--- src/rtl/mips_pkg.sv ---
// Shared encodings for the memory-access stage: operation codes,
// FSM states, exception causes and small operation decode helpers.
package mips_pkg;

    typedef enum logic [3:0] {
        OP_NONE = 4'd0,
        OP_LW   = 4'd1,
        OP_LH   = 4'd2,
        OP_LHU  = 4'd3,
        OP_LB   = 4'd4,
        OP_LBU  = 4'd5,
        OP_SW   = 4'd6,
        OP_SH   = 4'd7,
        OP_SB   = 4'd8
    } mem_op_e;

    typedef enum logic {
        ST_IDLE   = 1'b0,
        ST_ACCESS = 1'b1
    } state_e;

    typedef enum logic [1:0] {
        EXC_NONE = 2'd0,
        EXC_OVF  = 2'd1,
        EXC_ADDR = 2'd2
    } exc_cause_e;

    function automatic logic is_load(input logic [3:0] op);
        return (op >= OP_LW) && (op <= OP_LBU);
    endfunction

    function automatic logic is_store(input logic [3:0] op);
        return (op >= OP_SW) && (op <= OP_SB);
    endfunction

    // log2 of the access size in bytes
    function automatic logic [1:0] op_size(input logic [3:0] op);
        logic [1:0] s;
        s = 2'd0;
        if (op == OP_LW || op == OP_SW) begin
            s = 2'd2;
        end else if (op == OP_LH || op == OP_LHU || op == OP_SH) begin
            s = 2'd1;
        end
        return s;
    endfunction

endpackage

--- src/rtl/mem_access_load_align.sv ---
// Load data alignment: picks the addressed lane of a read word and
// sign- or zero-extends it according to the load type.
module load_align
    import mips_pkg::*;
(
    input  logic [3:0]  op_i,
    input  logic [1:0]  lo_i,
    input  logic [31:0] rdata_i,
    output logic [31:0] data_o
);

    logic [15:0] half;
    logic [7:0]  byt;

    always_comb begin
        half = lo_i[1] ? rdata_i[31:16] : rdata_i[15:0];
        byt  = rdata_i[7:0];
        case (lo_i)
            2'd1:    byt = rdata_i[15:8];
            2'd2:    byt = rdata_i[23:16];
            2'd3:    byt = rdata_i[31:24];
            default: byt = rdata_i[7:0];
        endcase
    end

    always_comb begin
        data_o = rdata_i;
        case (op_i)
            OP_LH:   data_o = {{16{half[15]}}, half};
            OP_LHU:  data_o = {16'h0, half};
            OP_LB:   data_o = {{24{byt[7]}}, byt};
            OP_LBU:  data_o = {24'h0, byt};
            default: data_o = rdata_i;
        endcase
    end

endmodule

--- src/rtl/mem_access.sv ---
// Memory-access stage: data-memory req/ack transaction, load alignment,
// overflow/address exceptions. MEM_ALIGN_EXC_EN enables misalignment traps.
module mem_access
    import mips_pkg::*;
#(
    parameter int AW = 32,
    parameter int DW = 32
) (
    input  logic          clk,
    input  logic          rst,
    input  logic          ex_valid,
    output logic          ex_ready,
    input  logic [31:0]   ex_alures,
    input  logic          ex_overflow,
    input  logic          ex_ovf_chk,
    input  logic [3:0]    ex_mem_op,
    input  logic [DW-1:0] ex_store_data,
    input  logic [4:0]    ex_wreg,
    input  logic          ex_regwrite,
    output logic          dmem_req,
    output logic          dmem_we,
    output logic [AW-1:0] dmem_addr,
    output logic [3:0]    dmem_be,
    output logic [DW-1:0] dmem_wdata,
    input  logic          dmem_ack,
    input  logic [DW-1:0] dmem_rdata,
    output logic          wb_valid,
    output logic [DW-1:0] wb_data,
    output logic [4:0]    wb_wreg,
    output logic          wb_regwrite,
    output logic          exc_ovf,
    output logic          exc_addr
);

    state_e        state_q, state_d;
    logic          req_q, req_d;
    logic          we_q, we_d;
    logic [AW-1:0] addr_q, addr_d;
    logic [3:0]    be_q, be_d;
    logic [DW-1:0] wdata_q, wdata_d;
    logic [3:0]    op_q, op_d;
    logic [1:0]    lo_q, lo_d;
    logic          rw_q, rw_d;
    logic          wbv_q, wbv_d;
    logic [DW-1:0] wbd_q, wbd_d;
    logic [4:0]    wbr_q, wbr_d;
    logic          wbw_q, wbw_d;
    exc_cause_e    cause_q, cause_d;

    logic          accept;
    logic          mem;
    logic          ovf;
    logic [1:0]    sz;
    logic [31:0]   eff;
    logic [3:0]    be_a;
    logic [DW-1:0] wd_a;
    logic [31:0]   ld_data;
`ifdef MEM_ALIGN_EXC_EN
    logic          mis;
`endif

    load_align u_align (
        .op_i    (op_q),
        .lo_i    (lo_q),
        .rdata_i (dmem_rdata),
        .data_o  (ld_data)
    );

    assign ex_ready = (state_q == ST_IDLE) && !rst;
    assign accept   = ex_valid && ex_ready;

    always_comb begin
        sz  = op_size(ex_mem_op);
        mem = is_load(ex_mem_op) || is_store(ex_mem_op);
        ovf = ex_ovf_chk && ex_overflow;
`ifdef MEM_ALIGN_EXC_EN
        mis = ((sz == 2'd2) && (ex_alures[1:0] != 2'b00)) ||
              ((sz == 2'd1) && ex_alures[0]);
        eff = ex_alures;
`else
        // Misaligned addresses are silently rounded down to the access size
        eff = ex_alures;
        if (sz == 2'd2) begin
            eff[1:0] = 2'b00;
        end else if (sz == 2'd1) begin
            eff[0] = 1'b0;
        end
`endif
        case (sz)
            2'd2:    be_a = 4'b1111;
            2'd1:    be_a = eff[1] ? 4'b1100 : 4'b0011;
            default: be_a = 4'b0001 << eff[1:0];
        endcase
        case (sz)
            2'd2:    wd_a = ex_store_data;
            2'd1:    wd_a = {2{ex_store_data[15:0]}};
            default: wd_a = {4{ex_store_data[7:0]}};
        endcase
    end

    always_comb begin
        state_d = state_q;
        req_d   = req_q;
        we_d    = we_q;
        addr_d  = addr_q;
        be_d    = be_q;
        wdata_d = wdata_q;
        op_d    = op_q;
        lo_d    = lo_q;
        rw_d    = rw_q;
        wbv_d   = 1'b0;
        wbd_d   = wbd_q;
        wbr_d   = wbr_q;
        wbw_d   = wbw_q;
        cause_d = EXC_NONE;
        case (state_q)
            ST_IDLE: begin
                if (accept) begin
                    wbr_d = ex_wreg;
                    if (!mem) begin
                        wbv_d   = 1'b1;
                        wbd_d   = ex_alures;
                        wbw_d   = ex_regwrite && !ovf;
                        cause_d = ovf ? EXC_OVF : EXC_NONE;
                    end
`ifdef MEM_ALIGN_EXC_EN
                    else if (mis) begin
                        wbv_d   = 1'b1;
                        wbd_d   = ex_alures;
                        wbw_d   = 1'b0;
                        cause_d = EXC_ADDR;
                    end
`endif
                    else begin
                        state_d = ST_ACCESS;
                        req_d   = 1'b1;
                        we_d    = is_store(ex_mem_op);
                        addr_d  = {eff[AW-1:2], 2'b00};
                        be_d    = be_a;
                        wdata_d = wd_a;
                        op_d    = ex_mem_op;
                        lo_d    = eff[1:0];
                        rw_d    = ex_regwrite;
                    end
                end
            end
            ST_ACCESS: begin
                if (dmem_ack) begin
                    state_d = ST_IDLE;
                    req_d   = 1'b0;
                    we_d    = 1'b0;
                    wbv_d   = 1'b1;
                    wbd_d   = is_load(op_q) ? ld_data : '0;
                    wbw_d   = is_load(op_q) && rw_q;
                end
            end
            default: state_d = ST_IDLE;
        endcase
    end

    always_ff @(posedge clk) begin
        if (rst) begin
            state_q <= ST_IDLE;
            req_q   <= 1'b0;
            we_q    <= 1'b0;
            addr_q  <= '0;
            be_q    <= '0;
            wdata_q <= '0;
            op_q    <= '0;
            lo_q    <= '0;
            rw_q    <= 1'b0;
            wbv_q   <= 1'b0;
            wbd_q   <= '0;
            wbr_q   <= '0;
            wbw_q   <= 1'b0;
            cause_q <= EXC_NONE;
        end else begin
            state_q <= state_d;
            req_q   <= req_d;
            we_q    <= we_d;
            addr_q  <= addr_d;
            be_q    <= be_d;
            wdata_q <= wdata_d;
            op_q    <= op_d;
            lo_q    <= lo_d;
            rw_q    <= rw_d;
            wbv_q   <= wbv_d;
            wbd_q   <= wbd_d;
            wbr_q   <= wbr_d;
            wbw_q   <= wbw_d;
            cause_q <= cause_d;
        end
    end

    assign dmem_req    = req_q;
    assign dmem_we     = we_q;
    assign dmem_addr   = addr_q;
    assign dmem_be     = be_q;
    assign dmem_wdata  = wdata_q;
    assign wb_valid    = wbv_q;
    assign wb_data     = wbd_q;
    assign wb_wreg     = wbr_q;
    assign wb_regwrite = wbw_q;
    assign exc_ovf     = wbv_q && (cause_q == EXC_OVF);
`ifdef MEM_ALIGN_EXC_EN
    assign exc_addr    = wbv_q && (cause_q == EXC_ADDR);
`else
    assign exc_addr    = 1'b0;
`endif

endmodule

--- config.mk ---
export PLATFORM = sky130hd
export DESIGN_NAME = mem_access
export DESIGN_NICKNAME = d
export VERILOG_FILES = /design/src/rtl/mips_pkg.sv /design/src/rtl/mem_access_load_align.sv /design/src/rtl/mem_access.sv
export SDC_FILE = /design/constraint.sdc
export NUM_CORES = 1
export LEC_CHECK = 0
export ABC_AREA = 1
export ABC_CLOCK_PERIOD_IN_PS = 2700
export CAP_MARGIN = 30
export CORE_ASPECT_RATIO = 2
export CORE_MARGIN = 2
export CORE_UTILIZATION = 30
export DETAILED_ROUTE_END_ITERATION = 10
export PLACE_DENSITY_LB_ADDON = 0.3
export RECOVER_POWER = 50
export SYNTH_ARGS = -nofsm -noshare
export SYNTH_HDL_FRONTEND = slang
export SYNTH_SLANG_ARGS = --single-unit
export TNS_END_PERCENT = 1
--- constraint.sdc ---
create_clock -name clk -period 2.7 [get_ports clk]
set_clock_uncertainty 0.2 [all_clocks]
set_input_delay 0.27 -clock clk [delete_from_list [all_inputs] [get_ports clk]]
set_output_delay 0.27 -clock clk [all_outputs]
set_load 0.03 [all_outputs]
==> impl_metrics.env <==
export IMPL_fin_crit_ns=2.37
export IMPL_synth_xor_area_share_pct=0
export IMPL_synthAdderAreaFrac_pct=0
export IMPL_wirelength_mm=20.8
export IMPL_synth_top_family_by_area="simple AND/OR/NAND/NOR gates"
export IMPL_initial_utilization_pct=30.6
export IMPL_port_buffers=220
export IMPL_std_cell_rows=70
export IMPL_grt_max_degree=86
export IMPL_clk_insertion_delay_late_ns=0.41
export IMPL_dpl_cell_area_mm2=0.00791
export IMPL_async_flop_share_pct=0
export IMPL_post_cts_buffers=0
export IMPL_synth_edff_count=0
export IMPL_finalHoldViolCount=0
export IMPL_end_kind="output port"
export IMPL_path_clk_slew_ns=0.06
export IMPL_fill_cells=1839
export IMPL_gr_usage_met1_pct=21.8
export IMPL_drv_cap=0
export IMPL_setup_viol=0
export IMPL_fmax_mhz=422
export IMPL_status="completed"
export IMPL_start_kind="input port"
export IMPL_avgSynthCellArea_um2=6.83
export IMPL_cp_top_family="buffers and inverters"
export IMPL_synth_ff_latch_count=116
export IMPL_cts_sinks=116
export IMPL_grt_busiest_layer="met2"
export IMPL_yosysTopAreaCell="dfxtp_1"
export IMPL_worstMarginPinSlew_ns=0.676
export IMPL_synth_common_cells="nor2_1, nand2_1, dfxtp_1, o21ai_0, a21oi_1"
export IMPL_vias=6040
export IMPL_dp_final_hpwl_mm=15.6
export IMPL_design_die_area_mm2=0.0198
export IMPL_layout_nets=1133
export IMPL_vdd_drop_max_v=0.000406
export IMPL_hold_class="in2reg"
export IMPL_synth_simple_area_share_pct=26.7
export IMPL_grt_pass1_vias=5957
export IMPL_gp_congestion=0.889
export IMPL_ys_seq_area_share_pct=41.5
export IMPL_die_height_um=197
export IMPL_netlist_top_cells_area="dfxtp_1, nor2_1, nand2_1"
export IMPL_path_cells="dlygate4sd3_1, buf_4, nor2_1, clkdlybuf4s50_1"
export IMPL_worstPathArrival_ns=1.90
export IMPL_power_per_cell_area_mw_per_mm2=642
export IMPL_syn_area_mm2=0.00560
export IMPL_grt_pass1_wl_mm=31.6
export IMPL_period_share_pct=87.8
export IMPL_synth_most_common_cell="nor2_1"
export IMPL_clockRootBuffer="clkbuf_16"
export IMPL_grt_setup_unrepaired="no"
export IMPL_cpPeakStageDelay_ns=0.69
export IMPL_worst_path_buf_inv=3
export IMPL_grt_overflow=0
export IMPL_track_usage_pct=20.9
export IMPL_synth_compound_area_share_pct=21.9
export IMPL_reg2reg_slack_ns=0.50
export IMPL_routed_via_density=4.82
export IMPL_synth_cells=819
export IMPL_drtIter0Drc=250
export IMPL_cp_slowest_cell="clkdlybuf4s50_1"
export IMPL_post_drt_wl_per_cell_um=16.6
export IMPL_seqCellArea_mm2=0.00232
export IMPL_tns_ns=0
export IMPL_synth_area_mux_share_pct=0
export IMPL_yosysWarnings=0
export IMPL_dr_pass1_iters=4
export IMPL_p_leak_nw=3.85
export IMPL_area_growth_pct=53.0
export IMPL_use_met3_pct=4.25
export IMPL_grt_antenna_before_repair=2
export IMPL_cts_hold_buf=0
export IMPL_crit_required_ns=2.23
export IMPL_cts_tree="done"
export IMPL_synth_top_area_share_pct=41.5
export IMPL_core_area_mm2=0.0183
export IMPL_ctsLongestPathBuffers=2
export IMPL_cts_resized_gates=0
export IMPL_fin_area_mm2=0.00856
export IMPL_die_w_um=101
export IMPL_ys_flop_type="dfxtp_1"
export IMPL_ant_nets=0
export IMPL_cts_buffers=17
export IMPL_io_pins=224
export IMPL_critPathKind="in2out"
export IMPL_slew_limit_headroom_pct=54.9
export IMPL_multiInputGateArea_mm2=0.00272
export IMPL_cts_htree_levels=4
export IMPL_drc=0
export IMPL_use_met2_pct=36.8
export IMPL_ys_types=36
export IMPL_drive_above_1_share_pct=6.38
export IMPL_slew_viol_final=0
export IMPL_crit_fanout=13
[final cells by class]
| class | count | area share [%] |
|---|---|---|
| inverters | 64 | 2.81 |
| repair buffers | 235 | 27.3 |
| well taps | 216 | 3.16 |
| flip-flops and latches | 116 | 27.1 |
| clock inverters | 8 | 1.99 |
| clock buffers | 24 | 5.75 |
| diodes | 2 | 0.0585 |
| multi-input cells | 587 | 31.8 |
[placed cells by master (no fill, tap or decap), types with 3 or more instances in the layout]
cell type,count
a21oi_1,94
a22o_1,4
a22oi_1,4
buf_4,13
bufinv_16,5
clkbuf_1,3
clkbuf_16,17
clkbuf_8,4
clkdlybuf4s50_1,125
conb_1,3
dfxtp_1,116
dlygate4sd3_1,95
inv_1,59
inv_2,5
nand2_1,145
nand3_1,46
nor2_1,149
nor3_1,4
o211a_1,8
o21ai_0,96
o21ai_1,14
or2_2,5
[registers in the layout, indices dropped and copies added, names as in the netlist, 2 cells and up]
name        flops
lo_q            2
dmem_addr      30
dmem_be         4
dmem_wdata     32
wb_wreg         5
op_q            4
wb_data        32
[report_power, final]
group,leakage (nW),switching (mW),internal (mW),total [mW]
registers,0.949,0.0598,1.82,1.88
clock network,0.317,0.817,1.74,2.55
logic,2.59,0.628,0.426,1.05
[cells by family (layout without fill, tap and decap cells)]
group | Yosys count | after routing
buf+inv | 118 | 331
simple gates | 358 | 358
flops | 116 | 116
other cells | 1 | 5
compound gates | 226 | 226
[final timing paths]
| path | start | end | depth (start not counted) |
|---|---|---|---|
| worst max-delay path | rst | ex_ready | 4 |
| worst min register to register | rw_q | rw_q | 2 |
| worst min-delay path | ex_wreg[2] | wb_wreg[2] | 3 |
| worst max register to register | state_q | wb_data[4] | 7 |
[per-stage QoR]
step	cells	power, mW	utilization [%]	worst slack [ns]	hold slack [ns]
finish	1252	5.49	46.8	0.331	0.227
global route	1252	5.70	46.8	0.179	0.234
CTS	1250	5.57	46.8	0.365	0.216
detailed placement	1218	3.01	43.2	0.259	0.247
global placement	1218	3.01	43.2	0.315	0.240
floorplan	821	2.51	-	1.08	0.156
[per-layer routing]
layer  vias to the layer above  part of all wire (%)
met2                       228                    52
met4                         0                   6.5
li1                       3075                     -
met5                         -                     0
met1                      2681                    37
met3                        56                   5.1
[tightest hold or removal path, stage by stage]
cell             delay, ns
clkdlybuf4s50_1       0.40
nand2_1               0.06
o21ai_0               0.06
No activity file was read; power rests on OpenSTA's default activity.
==> RTL change (same flow settings) <==
Make the reset (`rst`) asynchronous in one clocked block.
--- a/src/rtl/mem_access.sv
+++ b/src/rtl/mem_access.sv
@@ -159,5 +159,5 @@
     end
 
-    always_ff @(posedge clk) begin
+    always_ff @(posedge clk or posedge rst) begin
         if (rst) begin
             state_q <= ST_IDLE;
Behaviour: differs if rst is asserted again (counterexample within 4 cycles, from zero or initial values and one cycle with rst high); with rst held inactive, the same outputs for 4 cycles.
==> RTL change against the unedited design <==
- core utilization is 1.1 points lower
- synthesized area rose by 9.3%
- routed wire length is 4.5% higher
- setup slack better by 88 ps
- design area up 6.3%
- worst hold slack got worse by 23 ps
- sequential cell count is the same
- cell count grew 5.5%
- global-route usage is 0.56 points lower
Power is not compared: it rests on default switching activity, and its combinational part moved more than twofold at a synthesized area within 25%.
==> RTL change: results (changes against the unedited design) <==
\begin{tabular}{lr}
\hline
Metric & Value \\
\hline
\multicolumn{2}{l}{\textbf{Run status}} \\
Outcome & finished, final reports clean \\
\multicolumn{2}{l}{\textbf{Placed design}} \\
Cell total after placement & 1,288 (+5.7\%) \\
DP Worst Slack & 203 ps (-55.7 ps) \\
Final RePlAce weighted congestion & 0.952 (+7.1\%) \\
\multicolumn{2}{l}{\textbf{Timing}} \\
Normalized max-slew margin & 22.6\% (-32 points) \\
Worst hold slack & 204 ps (-22.8 ps) \\
\multicolumn{2}{l}{\textbf{GRT}} \\
Largest net degree at the start of global routing & 83 (-3.5\%) \\
Antenna violations before repair & 1 (-1) \\
Overall track demand over capacity in global routing & 20.4\% (-0.56 points) \\
Global-route wire length before repair & 33,700 um (+6.4\%) \\
\multicolumn{2}{l}{\textbf{Layout}} \\
Fraction of final layout cells with drive strength greater than 1 & 8.51\% (+2.1 points) \\
NumNets Final & 1,157 (+2.1\%) \\
Layout overhead on the synthesized area & 48.7\% \\
\multicolumn{2}{l}{\textbf{Detailed routing}} \\
First-pass DRT Iterations & 5 (+1) \\
Wire length after detailed routing & 21,800 um (+4.5\%) \\
Total routed wire length on the met1 layer & 7830 um (+2.6\%) \\
Ratio of routed vias to standard cells & 4.69 (-2.9\%) \\
Vias & 6,189 (+2.5\%) \\
\multicolumn{2}{l}{\textbf{Setup path}} \\
Top fanout value on the critical path & 35 (+22) \\
Crit Reg-Reg Startpoint & state\_q\$\_DFF\_PP0\_ \\
Data arrival time at the worst-slack endpoint & 2430 ps (+530 ps) \\
Destination of the worst register-to-register timing path & wb\_data[6]\$\_DFFE\_PP0P\_ \\
Flop2flop setup slack & 420 ps (-80 ps) \\
Depth of the most critical reg-to-reg path & 9 (+2) \\
Biggest cell delay along the critical path & 610 ps (-80 ps) \\
\multicolumn{2}{l}{\textbf{Synth}} \\
Top cells by count, synth & nand2\_1 (258), nor2\_1 (153), dfrtp\_1 (116) \\
Leading cell types by total area after synthesis & dfrtp\_1 (47\%), nand2\_1 (16\%), nor2\_1 (9.4\%), a21oi\_1 (7.4\%), o21ai\_0 (3.4\%) \\
Prevailing post-synth register cell & dfrtp\_1 \\
Share of flip-flops with an asynchronous set or reset after synthesis & 100\% (+100 points) \\
Synth Area in Compound Gates & 13.5\% (-8.4 points) \\
Average cell area after synthesis & 7.35 um\^{}2 (+7.6\%) \\
\multicolumn{2}{l}{\textbf{Worst hold path}} \\
Hold Path End & wb\_wreg[3]\$\_DFFE\_PP0P\_ \\
\hline
\end{tabular}
[RTL change: changes by cell type in the layout (fill, tap and decap cells not counted), sizes merged, moves of 7 or more]
| cell | change |
|---|---|
| o211a | -8 |
| dfxtp | -116 |
| nand3 | -28 |
| nand2 | +128 |
| dfrtp | +116 |
| o21ai | -63 |
| clkinv | +7 |
| dlygate4sd3 | -56 |
| a21oi | +7 |
| clkdlybuf4s50 | +56 |
[RTL change: metal layers]
layer | global-route usage, % | vias to the layer above
met5 | 0 | -
met4 | 11.3 | 0
met3 | 3.66 | 46
met2 | 38.8 | 207
met1 | 20.6 | 2900
li1 | - | 3036
[RTL change: cell families (layout without fill, tap and decap cells)]
group,Yosys count,in the layout
AOI/OAI and AO/OA,154,154
buffers and inverters,103,327
DFF,116,116
other,1,4
and+or+nand+nor,458,458
[RTL change: area by class of cell]
| type | count | area share (%) |
|---|---|---|
| Sequential cell | 116 | 31.9 |
| Multi-Input combinational cell | 615 | 29.9 |
| Timing Repair Buffer | 235 | 25.4 |
| Clock buffer | 18 | 4.83 |
| Tap cell | 262 | 3.60 |
| Inverter | 60 | 2.63 |
| Clock inverter | 14 | 1.66 |
| Antenna cell | 1 | 0.0275 |
[RTL change: worst max-delay path by stage]
stage          cells after the start                         end  slack, ps
2_1_floorplan                      1        cause_q[0]$_DFF_PP0_        820
3_3_place_gp                       7  dmem_wdata[13]$_DFFE_PP0P_        300
3_5_place_dp                       7  dmem_wdata[29]$_DFFE_PP0P_        200
4_1_cts                            2                    ex_ready        510
5_1_grt                           10      wb_data[6]$_DFFE_PP0P_        200
6_report                          10      wb_data[6]$_DFFE_PP0P_        420
[RTL change: where the power goes]
group          internal (W)  switching [W]
Clock               0.00139       0.000871
Combinational       0.00122        0.00203
Sequential          0.00219       0.000303
